[src/rtl/hsv_core_mem_issue.sv]
`default_nettype none
// ============================================================================
//  Module   : hsv_core_mem_issue (with hsv_core_mem_issue_pkg)
//  Brief    : Memory-unit issue stage. Takes one decoded request at a time,
//             drives the data-memory AXI AR/AW/W channels, tracks outstanding
//             reads/writes and the addresses of outstanding writes, and hands
//             every request to the response stage in program order.
//  Revision : 1.0 - initial release
// ============================================================================

package hsv_core_mem_issue_pkg;
    typedef logic [31:0] word;
    typedef logic [3:0]  mem_counter;

    localparam logic       c_dir_write = 1'b1;
    localparam logic [1:0] c_size_byte = 2'd0;
    localparam logic [1:0] c_size_half = 2'd1;
    localparam logic [1:0] c_size_word = 2'd2;

    typedef struct packed {
        logic       direction;   // 1 = store
        logic [1:0] size;
        logic       fence;
    } mem_data_t;

    typedef struct packed {
        word       address;
        logic      misaligned_address;
        logic      is_memory;
        mem_data_t mem_data;
        word       write_data;
    } read_write_t;
endpackage

module hsv_core_mem_issue
    import hsv_core_mem_issue_pkg::*;
#(
    parameter int unsigned WRITE_FIFO_DEPTH = 8
) (
    input  logic        clk_core,
    input  logic        rst_core,
    input  logic        flush,
    input  read_write_t in,
    input  logic        valid_i,
    output logic        ready_o,
    output read_write_t out,
    output logic        valid_o,
    input  logic        response_stall,
    output logic        fence_valid,
    input  logic        fence_ready,
    input  logic        pending_reads_down,
    input  logic        pending_writes_down,
    output mem_counter  pending_reads,
    output mem_counter  pending_writes,
    output word         pending_write_completed_address,
    output logic        dmem_ar_valid,
    input  logic        dmem_ar_ready,
    output word         dmem_ar_addr,
    output logic        dmem_aw_valid,
    input  logic        dmem_aw_ready,
    output word         dmem_aw_addr,
    output logic        dmem_w_valid,
    input  logic        dmem_w_ready,
    output word         dmem_w_data,
    output logic [3:0]  dmem_w_strb
);
    localparam int unsigned        c_ptr_w   = $clog2(WRITE_FIFO_DEPTH);
    localparam logic [c_ptr_w:0]   c_depth   = (c_ptr_w + 1)'(WRITE_FIFO_DEPTH);
    localparam logic [c_ptr_w:0]   c_cnt_one = (c_ptr_w + 1)'(1);
    localparam logic [c_ptr_w-1:0] c_ptr_one = c_ptr_w'(1);
    localparam mem_counter         c_pc_one  = mem_counter'(1);

    localparam logic [1:0] c_st_idle  = 2'd0;
    localparam logic [1:0] c_st_issue = 2'd1;
    localparam logic [1:0] c_st_hold  = 2'd2;
    localparam logic [1:0] c_st_drain = 2'd3;

    logic [1:0]            r_state;
    read_write_t           r_cur;
    logic                  r_ar_valid, r_aw_valid, r_w_valid;
    logic                  r_ar_done, r_aw_done, r_w_done;
    logic                  r_valid_o;
    logic                  r_fence_block;
    mem_counter            r_pending_reads, r_pending_writes;
    word                   r_fifo_addr [WRITE_FIFO_DEPTH];
    logic [WRITE_FIFO_DEPTH-1:0] r_fifo_vld;
    logic [c_ptr_w-1:0]    r_wr_ptr, r_rd_ptr;
    logic [c_ptr_w:0]      r_count;

    logic        w_ar_hs, w_aw_hs, w_w_hs;
    logic        w_active, w_accept, w_in_write, w_cur_write, w_bypass_in;
    logic        w_rd_done_now, w_wr_done_now, w_complete, w_pop, w_fifo_full;
    logic [29:0] w_hz_line;
    logic        w_hz_is_mem, w_raw, w_io_hz, w_rd_hz, w_wr_hz;
    logic [1:0]  w_off;

    assign w_ar_hs     = r_ar_valid & dmem_ar_ready;
    assign w_aw_hs     = r_aw_valid & dmem_aw_ready;
    assign w_w_hs      = r_w_valid  & dmem_w_ready;
    assign w_active    = (r_state == c_st_issue) | (r_state == c_st_drain);
    assign ready_o     = (r_state == c_st_idle) & ~flush & ~r_fence_block;
    assign w_accept    = valid_i & ready_o;
    assign w_in_write  = (in.mem_data.direction == c_dir_write);
    assign w_cur_write = (r_cur.mem_data.direction == c_dir_write);
    assign w_bypass_in = in.misaligned_address | in.mem_data.fence;

    // A store is finished once both AW and W have handshaken, in either order
    assign w_rd_done_now = w_active & ~w_cur_write & w_ar_hs;
    assign w_wr_done_now = w_active & w_cur_write & (r_aw_done | w_aw_hs) & (r_w_done | w_w_hs);
    assign w_complete    = w_rd_done_now | w_wr_done_now;
    assign w_pop         = pending_writes_down & (r_count != '0);
    assign w_fifo_full   = (r_count == c_depth);

    // Hazards are evaluated on the incoming request while idle so a clean
    // request can raise its channel valid on the accept edge itself
    always_comb begin
        w_hz_line   = (r_state == c_st_idle) ? in.address[31:2] : r_cur.address[31:2];
        w_hz_is_mem = (r_state == c_st_idle) ? in.is_memory     : r_cur.is_memory;
        w_raw       = 1'b0;
        for (int i = 0; i < WRITE_FIFO_DEPTH; i++) begin
            if (r_fifo_vld[i] && (r_fifo_addr[i][31:2] == w_hz_line)) w_raw = 1'b1;
        end
        w_io_hz = ~w_hz_is_mem & ((r_pending_reads != '0) | (r_pending_writes != '0));
        w_rd_hz = (&r_pending_reads) | w_io_hz | (w_hz_is_mem & w_raw);
        w_wr_hz = (&r_pending_writes) | w_fifo_full | w_io_hz;
    end

    // Request FSM: accept, issue AXI channels, hand off, or drain after flush
    always_ff @(posedge clk_core) begin
        if (rst_core) begin
            r_state    <= c_st_idle;
            r_cur      <= '0;
            r_ar_valid <= 1'b0;
            r_aw_valid <= 1'b0;
            r_w_valid  <= 1'b0;
            r_ar_done  <= 1'b0;
            r_aw_done  <= 1'b0;
            r_w_done   <= 1'b0;
            r_valid_o  <= 1'b0;
        end else begin
            case (r_state)
                c_st_idle: begin
                    if (w_accept) begin
                        r_cur     <= in;
                        r_ar_done <= 1'b0;
                        r_aw_done <= 1'b0;
                        r_w_done  <= 1'b0;
                        if (w_bypass_in) begin
                            r_state   <= c_st_hold;
                            r_valid_o <= 1'b1;
                        end else begin
                            r_state    <= c_st_issue;
                            r_ar_valid <= ~w_in_write & ~w_rd_hz;
                            r_aw_valid <= w_in_write & ~w_wr_hz;
                            r_w_valid  <= w_in_write & ~w_wr_hz;
                        end
                    end
                end
                c_st_issue, c_st_drain: begin
                    if (w_ar_hs) begin
                        r_ar_valid <= 1'b0;
                        r_ar_done  <= 1'b1;
                    end else if (~r_ar_valid & ~r_ar_done & ~w_cur_write & ~w_rd_hz) begin
                        r_ar_valid <= 1'b1;
                    end
                    if (w_aw_hs) begin
                        r_aw_valid <= 1'b0;
                        r_aw_done  <= 1'b1;
                    end else if (~r_aw_valid & ~r_aw_done & w_cur_write & ~w_wr_hz) begin
                        r_aw_valid <= 1'b1;
                    end
                    if (w_w_hs) begin
                        r_w_valid <= 1'b0;
                        r_w_done  <= 1'b1;
                    end else if (~r_w_valid & ~r_w_done & w_cur_write & ~w_wr_hz) begin
                        r_w_valid <= 1'b1;
                    end
                    if (w_complete) begin
                        if ((r_state == c_st_issue) && !flush) begin
                            r_state   <= c_st_hold;
                            r_valid_o <= 1'b1;
                        end else begin
                            r_state <= c_st_idle;
                        end
                    end else if ((r_state == c_st_issue) && flush) begin
                        // Anything already on the bus must still finish
                        if (r_ar_valid | r_aw_valid | r_w_valid | r_ar_done | r_aw_done | r_w_done) begin
                            r_state <= c_st_drain;
                        end else begin
                            r_state    <= c_st_idle;
                            r_ar_valid <= 1'b0;
                            r_aw_valid <= 1'b0;
                            r_w_valid  <= 1'b0;
                        end
                    end
                end
                c_st_hold: begin
                    if (flush | ~response_stall) begin
                        r_valid_o <= 1'b0;
                        r_state   <= c_st_idle;
                    end
                end
                default: r_state <= c_st_idle;
            endcase
        end
    end

    // Fence blocks new requests from handoff until the response stage retires it
    always_ff @(posedge clk_core) begin
        if (rst_core) begin
            r_fence_block <= 1'b0;
        end else if (flush | fence_ready) begin
            r_fence_block <= 1'b0;
        end else if ((r_state == c_st_hold) & ~response_stall & r_cur.mem_data.fence) begin
            r_fence_block <= 1'b1;
        end
    end

    // Outstanding counters survive flush since in-flight transactions still return
    always_ff @(posedge clk_core) begin
        if (rst_core) begin
            r_pending_reads  <= '0;
            r_pending_writes <= '0;
        end else begin
            case ({w_ar_hs, pending_reads_down})
                2'b10:   r_pending_reads <= r_pending_reads + c_pc_one;
                2'b01:   r_pending_reads <= r_pending_reads - c_pc_one;
                default: r_pending_reads <= r_pending_reads;
            endcase
            case ({w_wr_done_now, pending_writes_down})
                2'b10:   r_pending_writes <= r_pending_writes + c_pc_one;
                2'b01:   r_pending_writes <= r_pending_writes - c_pc_one;
                default: r_pending_writes <= r_pending_writes;
            endcase
        end
    end

    // Outstanding-write FIFO control; push follows pop so a full push+pop reuses the slot
    always_ff @(posedge clk_core) begin
        if (rst_core) begin
            r_wr_ptr   <= '0;
            r_rd_ptr   <= '0;
            r_count    <= '0;
            r_fifo_vld <= '0;
        end else begin
            if (w_pop) begin
                r_fifo_vld[r_rd_ptr] <= 1'b0;
                r_rd_ptr             <= r_rd_ptr + c_ptr_one;
            end
            if (w_wr_done_now) begin
                r_fifo_vld[r_wr_ptr] <= 1'b1;
                r_wr_ptr             <= r_wr_ptr + c_ptr_one;
            end
            case ({w_wr_done_now, w_pop})
                2'b10:   r_count <= r_count + c_cnt_one;
                2'b01:   r_count <= r_count - c_cnt_one;
                default: r_count <= r_count;
            endcase
        end
    end

    // Outstanding-write address storage (no reset needed, qualified by r_fifo_vld)
    always_ff @(posedge clk_core) begin
        if (w_wr_done_now) r_fifo_addr[r_wr_ptr] <= r_cur.address;
    end

    // Store lane placement from the low address bits
    always_comb begin
        w_off = r_cur.address[1:0];
        case (r_cur.mem_data.size)
            c_size_byte: dmem_w_strb = 4'b0001 << w_off;
            c_size_half: dmem_w_strb = 4'b0011 << w_off;
            c_size_word: dmem_w_strb = 4'b1111;
            default:     dmem_w_strb = 4'b1111;
        endcase
    end

    assign dmem_w_data    = r_cur.write_data << {w_off, 3'b000};
    assign dmem_ar_addr   = {r_cur.address[31:2], 2'b00};
    assign dmem_aw_addr   = {r_cur.address[31:2], 2'b00};
    assign dmem_ar_valid  = r_ar_valid;
    assign dmem_aw_valid  = r_aw_valid;
    assign dmem_w_valid   = r_w_valid;
    assign out            = r_cur;
    assign valid_o        = r_valid_o;
    assign fence_valid    = r_valid_o & r_cur.mem_data.fence;
    assign pending_reads  = r_pending_reads;
    assign pending_writes = r_pending_writes;
    assign pending_write_completed_address = r_fifo_addr[r_rd_ptr];

endmodule
`default_nettype wire
[config.mk]
export PLATFORM = sky130hd
export DESIGN_NAME = hsv_core_mem_issue
export DESIGN_NICKNAME = d
export VERILOG_FILES = /design/src/rtl/hsv_core_mem_issue.sv
export SDC_FILE = /design/constraint.sdc
export NUM_CORES = 1
export LEC_CHECK = 0
export CORE_MARGIN = 3
export CORE_UTILIZATION = 55
export DETAILED_ROUTE_END_ITERATION = 16
export HOLD_SLACK_MARGIN = 0.03
export PLACE_DENSITY = 0.81
export SYNTH_ARGS = -nofsm -noshare
export SYNTH_HDL_FRONTEND = slang
export SYNTH_SLANG_ARGS = --single-unit
[constraint.sdc]
create_clock -name clk_core -period 6.1 [get_ports clk_core]
set_clock_uncertainty 0.2 [all_clocks]
set_input_delay 0.915 -clock clk_core [delete_from_list [all_inputs] [get_ports clk_core]]
set_output_delay 0.915 -clock clk_core [all_outputs]
set_load 0.005 [all_outputs]
==> key figures <==
Power
  – Cell Pwr Density: 265 mW/mm²
  – Maximum vdd ir drop: 0.344 mV
  – Leak pwr: 8.21 nW

Synth
  – Most numerous cell in the Yosys netlist: edfxtp_1
  – Synth unique cells: 87
  – EDFF count, synth: 256
  – Post-synth design cell area: slightly below 0.02 mm²
  – Top cells by area, synth: edfxtp_1 (39%), dfxtp_1 (11%), mux4_2 (7.2%), xor2_1 (4.9%), a21oi_1 (3.4%)
  – Post-synthesis sequential area ratio: 49.6%
  – Leading cell types by count after synthesis: edfxtp_1 (256), nand2_1 (178), a21oi_1 (137)
  – Yosys Warn Count: 0
  – Synth top area share: 38.7%
  – Synth Instances: 1775
  – Leading area contributor after synthesis: edfxtp_1
  – Seq cells post-synth: between 300 and 400
  – Synth Area per Inst: 11.2 µm²
  – Async SR Flop Fraction: 0%
  – Most used DFF post-synth: edfxtp_1

Clock network
  – Clock Path Buffers: 3
  – Clock tree from TritonCTS: yes
  – Reg clk slew, reported paths: 0.06 ns
  – Post-CTS Setup Bufs: 0
  – CTS H-tree lvls: 2
  – Clock root buffer: clkbuf_16
  – Hold-fix buffers, CTS: 0
  – CTS Sinks: 365
  – Cts bufs inserted: 41
  – Cts repair resizes: 0
  – Clock Latency Late Sink: 0.57 ns

Critical path
  – Critical path peak fanout: 44
  – WP data required: roughly 6.3 ns
  – CP Capture Type: flip-flop
  – R2R Path Start: r_state[1]
  – Critical Path Start Type: flip-flop
  – CP Data Arrival Time: about 4.9 ns
  – WS Path Type: reg2reg
  – Critical Path Start: r_state[1]

Global route
  – Largest net degree at the start of global routing: 65
  – First-pass GRT wire length: 112000 µm
  – Gr ovfl total: 0
  – GRT Util Overall: 39.9%
  – Vias in the first global route: 16080
  – Initial antenna violation count: 4

Timing
  – Worst-Margin Slew: about 1.2 ns
  – Final Max Tran Viols: 0
  – RSZ-0062 raised after global routing: no
  – Setup TNS Final: 0 ns
  – Final setup margin: 1.45 ns
  – Final period util: 76.3%
  – Rel. slew slack: 20.1%
  – F_max: between 200 and 250 MHz
  – Period minus WS final: ~4.7 ns
  – Count of final setup violators: 0
  – Final Hold Fails: 0

Layout
  – Share of layout cells above drive strength 1: 11.1%
  – Nets: 2063
  – Final instance area: 0.0240 mm²
  – P&R area growth vs syn: 20.7%

Floorplan
  – Initial Util: 55.9%
  – Core area: 0.0356 mm²
  – Die Y: 196 µm
  – # IOs: 297
  – Die area: between 0.03 and 0.04 mm²
  – Row cnt: 69
  – Die X: 196 µm

Drt
  – Drt wl/cell: 31.7 µm
  – Detailed-route via count: 16302
  – DR vias/cell: approximately 6.6
  – Drt pass-1 iters: 7
  – DRT iter0 DRCs: about 1800
  – Antenna-violating nets left: 0
  – Post-Route WL: roughly 78000 µm
  – Drt drc: 0

Place
  – Post-DP HPWL: 56400 µm
  – Pre-CTS setup slack: between 1 and 1.5 ns
  – Placed cell area: 0.0227 mm²
  – Port buffer count: between 200 and 300
  – Routability cong.: 1.10

Hold path
  – Hold Crit Class: reg2reg
  – Hold Startpoint: out[37]

Job
  – Max-Cap Viols: 0

Outcome
  – Status: finished, final reports clean
-- placed cells by master (no fill, tap or decap), types with 7 or more instances in the layout --
master	Yosys	layout
o21ai_1	10	10
nor4_1	29	29
nand2_1	178	177
clkinv_2	0	8
xnor2_1	73	73
mux2_2	32	32
inv_1	88	88
or3_1	8	8
a211oi_1	14	14
o221ai_1	16	16
and2_1	22	21
mux4_2	64	64
nor2b_1	28	28
xor2_1	112	112
clkinv_1	2	8
or3b_1	10	10
clkdlybuf4s50_1	0	291
nor2_1	51	51
nand4_1	25	25
and3_1	14	14
mux2i_1	26	26
ha_1	11	11
buf_4	68	26
dfxtp_1	109	102
a22oi_1	13	13
a2111oi_0	8	8
nand2b_1	26	26
o22ai_1	32	32
o2111ai_1	12	12
a221oi_1	14	14
edfxtp_1	256	256
o21ai_0	50	50
a21oi_1	137	137
nor3_1	13	11
clkbuf_16	0	44
nand3_1	14	14
o2bb2ai_1	7	7
-- cell type report --
class	count	area, µm²
Fill cell	2622	11600
Sequential cell	365	9880
Multi-Input combinational cell	1152	8740
Timing Repair Buffer	318	3130
Clock buffer	55	1190
Tap cell	461	577
Inverter	90	338
Clock inverter	20	141
Antenna cell	1	2.50
-- flip-flops by register name (all words and copies together), names as in the netlist, named ones only --
signal and count:
pending_reads 4, dmem_aw_valid 1, r_fence_block 1, r_w_done 1, pending_writes 4, r_fifo_vld 8, r_fifo_addr 256, valid_o 1
dmem_w_valid 1, r_wr_ptr 3, r_count 4, dmem_ar_valid 1, out 39, r_rd_ptr 3, dmem_ar_addr 30, r_state 2
r_ar_done 1, w_cur_write 1, r_aw_done 1
-- metrics by stage --
stage / cells / power (W) / util (%) / hold slack [ns]
finish: 2462 / 0.00635 / 67.5 / 0.258
global route: 2461 / 0.00651 / 67.5 / 0.296
CTS: 2461 / 0.00633 / 67.5 / 0.258
detailed placement: 2386 / 0.00391 / 63.7 / 0.249
global placement: 2386 / 0.00390 / 63.7 / 0.243
floorplan: 1778 / 0.00342 / - / 0.247
-- worst paths after layout --
path	slack [ns]	endpoint	cells after the start
worst max-delay path	1.45	dmem_ar_valid	7
worst min-delay path	0.26	out[37]	2
worst max register to register	1.45	dmem_ar_valid	7
worst min register to register	0.26	out[37]	2
-- critical path, stage by stage, from the launching register on --
cell      delay, ns
dfxtp_2        0.59
or2_4          0.59
nor3_1         0.45
and2_2         0.99
a21oi_1        0.33
o21ai_0        0.61
a21boi_0       0.58
a221oi_2       0.11
-- cell families after synthesis --
logic type	count (synthesis)	synth area share, %
adder cells (fa/ha/maj)	14	0.994
AND/OR/NAND/NOR	444	11.4
multiplexers	126	10.7
buffers and inverters	261	6.51
AO/OA/AOI/OAI	379	12.6
XOR/XNOR	185	8.15
other	1	0.0189
flip-flops	365	49.6
-- metal layers --
| metal | track usage [%] | wire [µm] |
|---|---|---|
| met1 | 50.9 | 28500 |
| met2 | 64.3 | 36400 |
| met3 | 9.57 | 8500 |
| met4 | 19.4 | 4520 |
| met5 | 0 | 57 |
-- where the power goes --
part           switching, W  total, W  internal, W
sequential         0.000119   0.00281      0.00269
clock               0.00104   0.00246      0.00142
combinational      0.000640   0.00108     0.000442
Note: power is estimated with default switching activity, not from simulation.
